<file path="src/rtl/imem_boot_loader_pkg.sv">
// Shared definitions for the instruction-memory boot loader.
`timescale 1ns/1ps
package imem_boot_loader_pkg;

  localparam int IMEM_DEPTH = 256;

  typedef enum logic [2:0] {
    ST_IDLE  = 3'd0,
    ST_CLEAR = 3'd1,
    ST_LOAD  = 3'd2,
    ST_RUN   = 3'd3,
    ST_ERROR = 3'd4
  } state_t;

endpackage

</file>
<file path="src/rtl/imem_boot_loader.sv">
// Boot loader: zero-fills instruction memory, streams a program into it, then releases the CPU.
`timescale 1ns/1ps
module imem_boot_loader
  import imem_boot_loader_pkg::*;
#(
  parameter int ADDR_W = 8,
  parameter int DATA_W = 32
) (
  input  logic              clk_i,
  input  logic              rst_i,
  input  logic              load_req_i,
  input  logic              word_valid_i,
  input  logic [DATA_W-1:0] word_data_i,
  input  logic              word_last_i,
  output logic              word_ready_o,
  output logic              imem_we_o,
  output logic [ADDR_W-1:0] imem_addr_o,
  output logic [DATA_W-1:0] imem_data_o,
  output logic              cpu_rst_o,
  output logic              start_o,
  output logic [ADDR_W:0]   words_loaded_o,
  output logic              err_overflow_o,
  output logic              busy_o
);

  localparam logic [ADDR_W:0] DEPTH    = (ADDR_W+1)'(2**ADDR_W);
  localparam logic [ADDR_W:0] LAST_IDX = (ADDR_W+1)'(2**ADDR_W - 1);

  state_t state;
  logic   run_arm;
  logic   hs;
  logic   go_clear;

  assign word_ready_o = (state == ST_LOAD);
  assign busy_o       = (state == ST_CLEAR) || (state == ST_LOAD);
  assign hs           = word_valid_i & word_ready_o;
  // Requests are only honoured outside CLEAR/LOAD; a request during a handshake is dropped.
  assign go_clear     = load_req_i &&
                        ((state == ST_IDLE) || (state == ST_RUN) || (state == ST_ERROR));

  always_ff @(posedge clk_i) begin
    if (rst_i) begin
      state          <= ST_IDLE;
      run_arm        <= 1'b0;
      imem_we_o      <= 1'b0;
      imem_addr_o    <= '0;
      imem_data_o    <= '0;
      cpu_rst_o      <= 1'b1;
      start_o        <= 1'b0;
      words_loaded_o <= '0;
      err_overflow_o <= 1'b0;
    end else if (go_clear) begin
      // The first zero write is presented right after the request edge.
      state          <= ST_CLEAR;
      run_arm        <= 1'b0;
      imem_we_o      <= 1'b1;
      imem_addr_o    <= '0;
      imem_data_o    <= '0;
      cpu_rst_o      <= 1'b1;
      start_o        <= 1'b0;
      words_loaded_o <= '0;
      err_overflow_o <= 1'b0;
    end else begin
      imem_we_o <= 1'b0;
      case (state)
        ST_CLEAR: begin
          if (&imem_addr_o) begin
            state <= ST_LOAD;
          end else begin
            imem_we_o   <= 1'b1;
            imem_addr_o <= imem_addr_o + 1'b1;
          end
        end
        ST_LOAD: begin
          if (hs) begin
            imem_we_o   <= 1'b1;
            imem_addr_o <= words_loaded_o[ADDR_W-1:0];
            imem_data_o <= word_data_i;
            if (words_loaded_o != DEPTH) words_loaded_o <= words_loaded_o + 1'b1;
            if (word_last_i) begin
              state   <= ST_RUN;
              run_arm <= 1'b0;
            end else if (words_loaded_o == LAST_IDX) begin
              state          <= ST_ERROR;
              err_overflow_o <= 1'b1;
            end
          end
        end
        ST_RUN: begin
          // One extra cycle so the final write commits before the CPU leaves reset.
          if (!run_arm) begin
            run_arm <= 1'b1;
          end else begin
            cpu_rst_o <= 1'b0;
            start_o   <= 1'b1;
          end
        end
        ST_IDLE, ST_ERROR: ;
        default: state <= ST_IDLE;
      endcase
    end
  end

endmodule

</file>
<file path="config.mk">
export PLATFORM = sky130hd
export DESIGN_NAME = imem_boot_loader
export DESIGN_NICKNAME = d
export VERILOG_FILES = /design/src/rtl/imem_boot_loader_pkg.sv /design/src/rtl/imem_boot_loader.sv
export SDC_FILE = /design/constraint.sdc
export NUM_CORES = 1
export LEC_CHECK = 0
export CAP_MARGIN = 25
export CORE_ASPECT_RATIO = 2
export CORE_MARGIN = 2
export CORE_UTILIZATION = 44
export DETAILED_ROUTE_END_ITERATION = 16
export GPL_TIMING_DRIVEN = 0
export PLACE_DENSITY = 0.81
export SETUP_SLACK_MARGIN = 0.15
export SKIP_LAST_GASP = 1
export SLEW_MARGIN = 10
export SYNTH_ARGS = -nofsm -noshare
export SYNTH_HDL_FRONTEND = slang
export SYNTH_SLANG_ARGS = --single-unit
export TNS_END_PERCENT = 5
</file>
<file path="constraint.sdc">
create_clock -name clk_i -period 1.7 [get_ports clk_i]
set_input_delay 0.17 -clock clk_i [delete_from_list [all_inputs] [get_ports clk_i]]
set_output_delay 0.17 -clock clk_i [all_outputs]
set_load 0.01 [all_outputs]
</file>
==> metrics.cfg <==
[sta]
drv_slew=0
fin_skew_ns=0.00746
fin_tns_setup_ns=0
fin_crit_ns=1.70
worstMarginPinSlew_ns=0.406
fmax_mhz=590
finalCritPeriodShare=0.998
relSlewSlack=0.729
setup_viol=0
hold_viol_final=0
rsz0062_at_grt=yes

[final_layout]
multi_input_area_um2=1280
regArea_um2=1160
fillers=446
fin_nets=456
drive_gt1_frac=0.173
area_growth_pct=55.9
antenna_cells=0
final_core_util=0.708

[global_routing]
grt_pass1_wl_mm=11.5
grt_overflow_total=0
grt_max_degree=11
grt_util_all_layers=0.242
grt_pass1_vias=2478
grt_antenna_before_repair=0

[placed_design]
io_buffers=91
dp_hpwl_mm=5.19
place.gp.congestion=0.940

[floorplan]
initial_core_util=0.454
die_w_um=56.9
core_area_um2=5420
io_pins=92
die-area_um2=6250
row_count=38
die_h_um=110

[job]
maxCapViolations=0

[clocking]
cts_buffers=9
clockRootBuffer=clkbuf_8
htree_levels=3
cts_sinks=57
cts_hold_buf=0
clk_pin_slew_ns=0.06
cts_max_path_buffers=2
clock_latency_ns=0.34
tritoncts=built

[synthesis]
netlist_instances=303
synth-seq-area-share=0.463
ys_seq_elements=57
yosysWarnings=0
synthesis.nets=344
ys_types=48
syn-cell-area_um2=2460
post_synth.cell_area_avg_um2=8.13

[worst_hold_path]
hold_class=input pin to flip-flop

[route]
drt_iter0_markers=90
antenna_left=0
drt_first_pass_iters=4
vias=2618
wirelength_mm=7.59
drc=0
vias_per_cell=5.49
routedWlPerCell_um=15.9

[critical_path]
critical_path_class=flip-flop to flip-flop
start_kind=flip-flop
critPathCaptureType=flip-flop
cp.required_ns=1.92
arrival_ns=1.91
path_max_fanout=9

[power_and_ir_drop]
ir_worst_vdd_uv=626
power_density_nw_per_um2=703
leakage_nw=1.36

[outcome]
status=finished clean

-- per-layer routing --
metal	wire, um	vias to the layer above	track usage
met3	424	20	0.0576
li1	-	1262	-
met4	196	0	0.138
met1	2660	1226	0.231
met2	4320	110	0.456
met5	0	-	0
-- state kept, by name, summed over array words and instances (netlist names) --
register / cells
state: 3
imem_addr_o: 8
imem_we_o: 1
cpu_rst_o: 1
err_overflow_o: 1
start_o: 1
run_arm: 1
imem_data_o: 32
words_loaded_o: 9
-- power by group --
group | internal [mW] | switching (mW) | total, mW
sequential | 1.34 | 0.00770 | 1.35
combinational | 0.136 | 0.101 | 0.236
clock | 0.624 | 0.490 | 1.11
-- through the flow --
step / std cells / hold slack, ns / power (mW) / worst slack [ns] / cell area [um2]
final: 477 / 0.379 / 2.70 / 0.00416 / 3840
after global routing: 477 / 0.368 / 2.80 / -0.00799 / 3840
after CTS: 477 / 0.365 / 2.71 / 0.0492 / 3770
after detailed placement: 454 / 0.438 / 1.58 / -0.171 / 3460
after global placement: 454 / 0.434 / 1.58 / -0.166 / 3460
after floorplan: 303 / 0.239 / 1.45 / 0.127 / 2470
-- final cells by class --
cell class | count | area share
buffer | 19 | 0.0358
clock buffer | 13 | 0.0440
sequential | 57 | 0.302
inverter | 7 | 0.00815
timing repair buffer | 100 | 0.256
multi-input combinational | 221 | 0.334
tap | 60 | 0.0196
-- kinds of logic after synthesis --
logic type                 Yosys count  share of synthesized area
AOI/OAI and AO/OA                   77                      0.200
xor gates and xnor gates             6                     0.0213
adders and majority gates            4                     0.0203
buffers and inverters               26                     0.0483
DFF                                 57                      0.463
and+or+nand+nor                    133                      0.247
-- worst paths after layout --
path	end	startpoint	cells past startpoint	slack (ns)
hold reg to reg	cpu_rst_o$_SDFFE_PP1P_	cpu_rst_o$_SDFFE_PP1P_	2	0.44
setup / recovery	imem_addr_o[4]$_SDFFE_PP0P_	state[1]$_SDFFE_PP0P_	6	0.004
hold / removal	imem_data_o[29]$_SDFFE_PP0N_	word_data_i[29]	3	0.38
setup reg to reg	imem_addr_o[4]$_SDFFE_PP0P_	state[1]$_SDFFE_PP0P_	6	0.004
-- cell usage after synthesis (all sizes together) --
cell,number,area (um2)
o211a,1,10.0
and2,4,25.0
nor3,2,10.0
xnor2,1,8.76
and4bb,1,12.5
a21oi,41,205
o22ai,6,37.5
a311oi,1,8.76
nand4,2,12.5
a22o,1,8.76
a32o,4,40.0
inv,6,22.5
clkinv,1,5.00
xor2,5,43.8
nand3,3,15.0
and3b,1,8.76
a31o,1,8.76
a41oi,1,8.76
dfxtp,57,1140
or3b,2,22.5
buf,10,56.3
o211ai,1,7.51
and2b,1,7.51
o221a,1,11.3
nand3b,3,22.5
o21a,1,7.51
nor2,15,56.3
a22oi,1,7.51
o31ai,1,7.51
clkbuf,9,35.0
nor2b,3,18.8
ha,4,50.1
and4,1,8.76
a221oi,2,17.5
nand2,87,327
or4,2,18.8
nand4bb,1,11.3
a31oi,3,33.8
o21ai,7,38.8
a211oi,2,15.0
and3,5,31.3
o2111ai,2,17.5
-- what timing repair did --
action	4_1_cts	5_1_grt
buffers inserted	9	0
gates cloned	1	0
setup endpoints to repair	60	61
resized for setup	36	25
pin swaps	4	2
-- critical path: stages (launching register included) --
cell and delay (ns):
dfxtp_2 0.42, or3b_4 0.43, buf_6 0.14, buf_6 0.14, nand2_1 0.05, o21ai_0 0.13
a32o_1 0.27
-- cells in the final DEF, fill, tap and decap left out, drive strengths merged, types with 2 or more instances in the layout --
| cell type | n |
|---|---|
| nor2 | 15 |
| xor2 | 5 |
| or4 | 2 |
| o22ai | 6 |
| a31oi | 4 |
| nor3 | 2 |
| nand2 | 87 |
| nand3 | 3 |
| nand3b | 3 |
| and3 | 5 |
| a211oi | 2 |
| o21ai | 7 |
| nand4 | 2 |
| clkbuf | 25 |
| or3b | 2 |
| dfxtp | 57 |
| a32o | 4 |
| a221oi | 2 |
| nor2b | 3 |
| and2 | 4 |
| o2111ai | 2 |
| ha | 4 |
| a21oi | 41 |
| clkdlybuf4s50 | 89 |
| buf | 18 |
| inv | 6 |
(Power assumes the default switching activity.)
